### src/rtl/arb_mux_pkg.sv
// Shared constants for the arb_mux arbitrating multiplexer and its arbiter.
package arb_mux_pkg;

   localparam int unsigned ARB_RR    = 0;
   localparam int unsigned ARB_FIXED = 1;

   localparam int unsigned       STAT_W   = 16;
   localparam logic [STAT_W-1:0] STAT_MAX = 16'hFFFF;

   // Channel-index width; kept at one bit so a single-channel build still has an index.
   function automatic int unsigned ch_width(input int unsigned num_ch);
      return (num_ch > 1) ? $clog2(num_ch) : 1;
   endfunction

endpackage

### src/rtl/arb_mux_rr_arbiter.sv
// Combinational arbiter: round-robin search from ptr, or fixed lowest-index priority.
module rr_arbiter
   import arb_mux_pkg::*;
#(
   parameter int unsigned  NUM_CH   = 4,
   parameter int unsigned  ARB_MODE = ARB_RR,
   localparam int unsigned CH_W     = ch_width(NUM_CH)
) (
   input  logic [NUM_CH-1:0] req,
   input  logic [CH_W-1:0]   ptr,
   output logic [NUM_CH-1:0] grant,
   output logic [CH_W-1:0]   grant_idx
);

   localparam int unsigned SW = CH_W + 1;

   logic [SW-1:0]   sum;
   logic [CH_W-1:0] idx;
   logic            found;

   always_comb begin
      grant     = '0;
      grant_idx = '0;
      found     = 1'b0;
      sum       = '0;
      idx       = '0;
      for (int unsigned k = 0; k < NUM_CH; k++) begin
         if (ARB_MODE == ARB_FIXED) begin
            sum = SW'(k);
         end else begin
            // One extra bit holds ptr+k; a single subtract wraps any NUM_CH, not just 2^n.
            sum = {1'b0, ptr} + SW'(k);
            if (sum >= SW'(NUM_CH)) begin
               sum = sum - SW'(NUM_CH);
            end
         end
         idx = sum[CH_W-1:0];
         if (!found && req[idx]) begin
            found      = 1'b1;
            grant[idx] = 1'b1;
            grant_idx  = idx;
         end
      end
   end

endmodule

### src/rtl/arb_mux.sv
// N-channel arbitrating valid/ready multiplexer with a one-entry registered output stage.
// Optional per-channel grant counters are enabled with `define ARB_MUX_STATS_EN.
module arb_mux
   import arb_mux_pkg::*;
#(
   parameter int unsigned  NUM_CH   = 4,
   parameter int unsigned  DATA_W   = 32,
   parameter int unsigned  ARB_MODE = ARB_RR,
   localparam int unsigned CH_W     = ch_width(NUM_CH)
) (
   input  logic                     clk,
   input  logic                     rst_n,
   input  logic [NUM_CH-1:0]        in_valid,
   input  logic [NUM_CH*DATA_W-1:0] in_data,
   output logic [NUM_CH-1:0]        in_ready,
   output logic                     out_valid,
   output logic [DATA_W-1:0]        out_data,
   output logic [CH_W-1:0]          out_ch,
   input  logic                     out_ready
`ifdef ARB_MUX_STATS_EN
   ,
   input  logic                     stat_clr,
   output logic [NUM_CH*STAT_W-1:0] stat_cnt
`endif
);

   logic              load_en;
   logic              in_xfer;
   logic [NUM_CH-1:0] grant;
   logic [CH_W-1:0]   grant_idx;
   logic [DATA_W-1:0] sel_data;

   logic              out_valid_q;
   logic [DATA_W-1:0] out_data_q;
   logic [CH_W-1:0]   out_ch_q;
   logic [CH_W-1:0]   rr_ptr_q, rr_ptr_d;

   rr_arbiter #(
      .NUM_CH   (NUM_CH),
      .ARB_MODE (ARB_MODE)
   ) u_arb (
      .req       (in_valid),
      .ptr       (rr_ptr_q),
      .grant     (grant),
      .grant_idx (grant_idx)
   );

   assign load_en = !out_valid_q || out_ready;
   // rst_n gating keeps every in_ready low while reset is held.
   assign in_ready = grant & {NUM_CH{load_en & rst_n}};
   assign in_xfer  = |(in_valid & in_ready);

   // Grant is one-hot or zero, so an AND-OR tree selects the winning channel.
   always_comb begin
      sel_data = '0;
      for (int unsigned i = 0; i < NUM_CH; i++) begin
         sel_data = sel_data | (in_data[i*DATA_W +: DATA_W] & {DATA_W{grant[i]}});
      end
   end

   always_comb begin
      rr_ptr_d = rr_ptr_q;
      if (in_xfer) begin
         rr_ptr_d = (grant_idx == CH_W'(NUM_CH - 1)) ? '0 : grant_idx + CH_W'(1);
      end
   end

   always_ff @(posedge clk or negedge rst_n) begin
      if (!rst_n) begin
         out_valid_q <= 1'b0;
         out_data_q  <= '0;
         out_ch_q    <= '0;
         rr_ptr_q    <= '0;
      end else begin
         rr_ptr_q <= rr_ptr_d;
         if (in_xfer) begin
            out_valid_q <= 1'b1;
            out_data_q  <= sel_data;
            out_ch_q    <= grant_idx;
         end else if (out_ready) begin
            out_valid_q <= 1'b0;
         end
      end
   end

   assign out_valid = out_valid_q;
   assign out_data  = out_data_q;
   assign out_ch    = out_ch_q;

`ifdef ARB_MUX_STATS_EN
   for (genvar i = 0; i < NUM_CH; i++) begin : g_stat
      logic [STAT_W-1:0] cnt_q;

      always_ff @(posedge clk or negedge rst_n) begin
         if (!rst_n) begin
            cnt_q <= '0;
         end else if (stat_clr) begin
            cnt_q <= '0;
         end else if (in_valid[i] && in_ready[i] && (cnt_q != STAT_MAX)) begin
            cnt_q <= cnt_q + STAT_W'(1);
         end
      end

      assign stat_cnt[i*STAT_W +: STAT_W] = cnt_q;
   end
`endif

endmodule

### config.mk
export PLATFORM = sky130hd
export DESIGN_NAME = arb_mux
export DESIGN_NICKNAME = d
export VERILOG_FILES = /design/src/rtl/arb_mux_pkg.sv /design/src/rtl/arb_mux_rr_arbiter.sv /design/src/rtl/arb_mux.sv
export SDC_FILE = /design/constraint.sdc
export NUM_CORES = 1
export LEC_CHECK = 0
export ABC_AREA = 1
export CELL_PAD_IN_SITES_DETAIL_PLACEMENT = 0
export CELL_PAD_IN_SITES_GLOBAL_PLACEMENT = 1
export CORE_MARGIN = 2
export CORE_UTILIZATION = 26
export DETAILED_ROUTE_END_ITERATION = 12
export PLACE_DENSITY = 0.86
export SLEW_MARGIN = 20
export SYNTH_ARGS = -nofsm -noshare
export SYNTH_HDL_FRONTEND = slang
export SYNTH_SLANG_ARGS = --single-unit
### constraint.sdc
create_clock -name clk -period 5.8 [get_ports clk]
set_input_delay 1.45 -clock clk [delete_from_list [all_inputs] [get_ports clk]]
set_output_delay 1.45 -clock clk [all_outputs]
set_load 0.05 [all_outputs]
==> summary.txt, run 1 <==
Power and ir drop
  • PD cells: 632 mW/mm^2
  • Leakage: 0.00204 uW
  • Maximum VDD drop: 0.000350 V

Floorplan
  • I/O pin count: 174
  • CORE AREA: 0.00986 sq mm
  • # rows: 36
  • Die width: 105 microns
  • Die Span Y: 105 microns
  • Initial core utilization: 27.0%
  • Die footprint: 0.0111 sq mm

Yosys
  • Synth cell count leaders: nand2_1 (163), nand3_1 (43), dfrtp_1 (37), a21oi_1 (33), o21ai_0 (30)
  • Cells after synthesis: 393
  • Synth Register Bits: 37
  • Seq/Total Area, Yosys: 34.7%
  • Post-synth EDFFs: 0
  • Ys async rst share: 100%
  • Synthesis Warnings: 0
  • Synth area leader: dfrtp_1
  • Number of unique standard cell types used by synthesis: 26
  • Top FF cell, synth: dfrtp_1
  • Top post-synthesis cells by area: dfrtp_1 (35%), nand2_1 (23%), nand3_1 (8.1%)
  • Synth Area per Inst: 6.78 sq um
  • Post-Syn Area: 0.00267 sq mm
  • Count leader, synth: nand2_1
  • Top cell type's share of synthesized area: 34.7%
  • Syn nets: 535

Drt
  • Total number of vias: 3,201
  • DR iter-0 viols: 201
  • Drt first pass iters: 4
  • Routed Antenna Nets: 0
  • Vias per Instance: 4.62
  • Final WL: 9.70 mm
  • Drt drc: 0
  • Avg WL per Cell: 14.0 microns

Hold path
  • Min-delay src: out_data[12]$_DFFE_PN0P_
  • Hold Path End: out_data[12]$_DFFE_PN0P_
  • Hold Crit Depth: 2
  • Hold crit path type: reg -> reg

Worst setup path
  • CP max-delay cell: clkdlybuf4s50_1
  • CP peak stage delay: 0.80 ns
  • R2r worst-path depth: 14
  • R2r setup slk: 2.61 ns
  • Required time of the critical path: 4.35 ns
  • Critical Path AT: 3.63 ns
  • Critical-path maximum fanout: 6
  • Launch point of the worst path: in_valid[3]
  • CP cell instances: clkdlybuf4s50_1 -> inv_1 -> nand2_1 -> nand3_2 -> nand2_4 -> nor2_2 -> a21boi_1 -> nand3_2 -> nand2_1 -> inv_1 -> clkdlybuf4s50_1
  • Crit start category: input pin
  • Reg-to-reg endpoint: out_data[14]$_DFFE_PN0P_
  • Worst setup EP type: output port
  • WS Path Type: in -> out

STA
  • Setup_tns: 0 ns
  • Slew at the pin closest to its max-slew limit: 0.536 ns
  • Final Critical Period: 5.08 ns
  • Final setup fails: 0
  • Max-slew headroom: 64.2%
  • RSZ-0062 raised after global routing: false
  • Post-route clock skew: 0.00918 ns
  • Worst hold slack: 0.486 ns
  • Period utilisation layout: 87.6%
  • Final Hold Viols: 0
  • Slew Viols, Final: 0
  • F_max: 197 MHz

Final layout
  • Layout cell share with drive strength beyond 1: 8.21%
  • Nets: 701
  • Layout Area Growth over Synthesis: 72.5%
  • Diodes inserted: 0

Global routing
  • Vias in the first global route: 3,087
  • First-pass GRT wire length: 15.2 mm
  • Pin count of the biggest net entering global routing: 70
  • Initial antenna violation count: 0
  • GRT Residual Overflow: 0
  • Total GRT Usage: 17.0%

Clocking
  • Post_cts resized: 0
  • Root buf cell: clkbuf_8
  • Longest Clk Path Bufs: 2
  • Num Clock Sinks: 37
  • Total CTS buffers: 5
  • H-tree levels: 2
  • CTS clk-pin slew, worst paths: 0.08 ns
  • Setup Buffers After CTS: 0
  • Worst skew pair latency: 0.29 ns
  • Post-CTS Hold Buffers: 0
  • CTS tree: done

Outcome
  • Outcome: completed

Job
  • Max-cap violations: 0

Placement
  • Post-DP HPWL: 7.29 mm
  • Routability cong.: 0.837
  • Port bufs: 173
## worst max path at each step
stage	to	slack, ns
5_1_grt	in_ready[1]	0.58
6_report	in_ready[1]	0.72
3_5_place_dp	in_ready[1]	0.73
3_3_place_gp	in_ready[1]	0.75
4_1_cts	in_ready[1]	0.72
2_1_floorplan	in_ready[0]	1.54
## placed cells by master (no fill, tap or decap), types with 4 or more instances in the layout
| master | synthesis | layout |
|---|---|---|
| inv_1 | 16 | 16 |
| nand3_2 | 6 | 6 |
| dfrtp_1 | 37 | 37 |
| a21oi_1 | 33 | 33 |
| clkbuf_8 | 0 | 6 |
| o21ai_0 | 30 | 30 |
| buf_4 | 2 | 5 |
| clkdlybuf4s50_1 | 0 | 172 |
| nand4_1 | 4 | 4 |
| ha_1 | 7 | 7 |
| nand2_2 | 9 | 9 |
| nand2_1 | 163 | 163 |
| nand3_1 | 43 | 43 |
| o21ai_2 | 7 | 7 |
## routing by layer
metal  track usage, %  vias up  share of wire [%]
met5                0        -                  0
met4             3.52        0                1.0
met3             4.89        8                9.2
met2             31.1      141                 50
met1             19.6     1426                 40
li1                 -     1626                  -
## critical path, delay by kind of cell
| family | cells | cell delay [ns] |
|---|---|---|
| AND/OR/NAND/NOR | 6 | 0.69 |
| AO/OA/AOI/OAI | 1 | 0.13 |
| buffers and inverters | 4 | 1.37 |
## where the power goes
group          switching (uW)  internal, uW  total [uW]  leakage [uW]
Combinational            1500           757        2260       0.00152
Clock                    94.6          96.4         191     0.0000512
Sequential               77.2           382         459      0.000470
Total                    1670          1230        2900       0.00204
## stage by stage
step	setup WS, ns	instances	instance area [sq um]	utilization, %	power [uW]
after floorplan	1.54	393	2670	-	2070
after global placement	0.746	685	4500	45.6	2720
after detailed placement	0.727	685	4500	45.6	2740
after CTS	0.721	693	4600	46.6	2940
after global routing	0.580	693	4600	46.6	3190
final	0.722	693	4600	46.6	2900
## kinds of logic after synthesis
family	after synthesis	share of synthesized area (%)
simple gates	230	38.1
flops	37	34.7
fa+ha+maj	7	3.28
compound gates	81	17.0
buf+inv	38	6.90
## registers in the layout (all words and copies together), names as in the netlist, named ones only
name / count
out_valid: 1
out_data: 32
out_ch: 2
rr_ptr_q: 1
## area by class of cell
cell class              count  area, sq um
well taps                 133          166
clock buffers               6         82.6
repair buffers            179         1780
clock inverters             2         13.8
flip-flops and latches     37          926
fillers                   991         5270
inverters                  18         70.1
multi-input cells         318         1560
Power figures use the tool's default switching activity.
==> run 2, diff against run 1 <==
--- a/constraint.sdc
+++ b/constraint.sdc
@@ -3,2 +3,2 @@
 set_output_delay 1.45 -clock clk [all_outputs]
-set_load 0.05 [all_outputs]
+set_load 0.1 [all_outputs]
==> summary.txt, run 2 (synthesized netlist as in run 1, its figures left out) <==
STA
  • Max-slew headroom: 31.9%
  • Post-route clock skew: 0.00248 ns
  • Slew at the pin closest to its max-slew limit: 1.02 ns
  • Slew Viols, Final: 0
  • Setup_tns: 0 ns
  • Final Hold Viols: 0
  • Final Critical Period: 4.57 ns
  • Period utilisation layout: 78.7%
  • Final setup fails: 0
  • F_max: 219 MHz
  • RSZ-0062 raised after global routing: false

Outcome
  • Outcome: completed

Drt
  • Drt first pass iters: 6
  • Total number of vias: 3,247
  • Final WL: 9.84 mm
  • Drt drc: 0
  • Avg WL per Cell: 14.2 microns
  • Routed Antenna Nets: 0
  • DR iter-0 viols: 189
  • Vias per Instance: 4.69

Clocking
  • CTS clk-pin slew, worst paths: 0.07 ns
  • CTS tree: done
  • H-tree levels: 2
  • Worst skew pair latency: 0.28 ns
  • Setup Buffers After CTS: 0
  • Post_cts resized: 0
  • Longest Clk Path Bufs: 2
  • Post-CTS Hold Buffers: 0
  • Total CTS buffers: 5
  • Num Clock Sinks: 37
  • Root buf cell: clkbuf_8

Floorplan
  • Die footprint: 0.0111 sq mm
  • Die width: 105 microns
  • # rows: 36
  • Initial core utilization: 27.0%
  • CORE AREA: 0.00986 sq mm
  • Die Span Y: 105 microns
  • I/O pin count: 174

Final layout
  • Layout cell share with drive strength beyond 1: 8.93%
  • Most frequent cells in the layout: clkdlybuf4s50_1 (168), nand2_1 (163), nand3_1 (43)
  • Nets: 701
  • Max FFs per register: 32
  • Diodes inserted: 0
  • Layout Area Growth over Synthesis: 73.1%
  • Commonest non-fill, non-tap cell in the layout: clkdlybuf4s50_1

Placement
  • Post-DP HPWL: 7.37 mm
  • Port bufs: 173
  • Routability cong.: 0.833

Worst setup path
  • Critical-path maximum fanout: 5
  • Required time of the critical path: 4.35 ns
  • CP cell instances: clkdlybuf4s50_1 -> inv_1 -> nand2_1 -> nand3_2 -> nand2_4 -> inv_2 -> nand2_1 -> nor2_2 -> nand2_1 -> nand3_2 -> nand2_1 -> inv_1 -> buf_4
  • Critical path's top delay family: buffers and inverters
  • CP max-delay cell: clkdlybuf4s50_1
  • R2r setup slk: 2.32 ns
  • Worst setup EP type: output port
  • Launch point of the worst path: in_valid[1]
  • Crit start category: input pin
  • Crit path to: in_ready[1]
  • Reg-to-reg endpoint: out_data[8]$_DFFE_PN0P_
  • WS Path Type: in -> out
  • CP peak stage delay: 0.45 ns
  • Critical Path AT: 3.12 ns
  • WP buf/inv: 5
  • Cell mode on critical path: nand2_1
  • CP Depth: 13
  • R2r worst-path depth: 14

Job
  • Max-cap violations: 0

Global routing
  • First-pass GRT wire length: 15.3 mm
  • Total GRT Usage: 17.1%
  • Initial antenna violation count: 0
  • GRT Residual Overflow: 0
  • Pin count of the biggest net entering global routing: 38
  • Vias in the first global route: 3,066

Hold path
  • Hold crit path type: reg -> reg
run 2: changes by cell type in the layout (fill, tap and decap cells not counted):
cell / delta
buf_4: +2
clkdlybuf4s50_1: -4
buf_12: +2
run 2: area by class of cell:
cell class                 instances  area (sq um)
fill                            1039          5250
timing repair buffer             179          1800
multi-input combinational        318          1560
sequential                        37           926
tap                              133           166
clock buffer                       6          82.6
inverter                          18          70.1
clock inverter                     2          13.8
run 2: tightest hold or removal path, delay by kind of cell, from the launching register on:
| family | cells | cell delay (ns) |
|---|---|---|
| AND/OR/NAND/NOR | 1 | 0.05 |
| flip-flops | 1 | 0.34 |
| AO/OA/AOI/OAI | 1 | 0.06 |
run 2: worst min path at each step:
stage                                  start                       end  cells after the start
finish               out_data[1]$_DFFE_PN0P_   out_data[1]$_DFFE_PN0P_                      2
global route        out_data[12]$_DFFE_PN0P_  out_data[12]$_DFFE_PN0P_                      2
CTS                 out_data[17]$_DFFE_PN0P_  out_data[17]$_DFFE_PN0P_                      2
detailed placement  out_data[17]$_DFFE_PN0P_  out_data[17]$_DFFE_PN0P_                      2
global placement    out_data[22]$_DFFE_PN0P_  out_data[22]$_DFFE_PN0P_                      2
floorplan                          flip-flop                 flip-flop                      3
run 2: layer usage:
| metal | part of all wire (%) | wire length [microns] | global-route usage, % | up-vias |
|---|---|---|---|---|
| met4 | 1.5 | 150 | 4.19 | 0 |
| met2 | 48 | 4760 | 30.1 | 139 |
| met5 | 0 | 0 | 0 | - |
| li1 | - | - | - | 1629 |
| met1 | 42 | 4130 | 20.6 | 1467 |
| met3 | 8.1 | 797 | 4.76 | 12 |
run 2: through the flow:
stage               std cells  worst slack, ns  utilization (%)  instance area (sq um)  hold slack, ns
floorplan                 393             1.26                -                   2670           0.686
global placement          685             1.25             45.8                   4520           0.464
detailed placement        685             1.24             45.8                   4520           0.473
CTS                       693             1.24             46.8                   4610           0.491
global route              693             1.03             46.8                   4610           0.514
finish                    693             1.23             46.8                   4610           0.487
Power of run 2 is not shown: default switching activity piles up to over one toggle a cycle in this logic, so the estimate is an artifact.
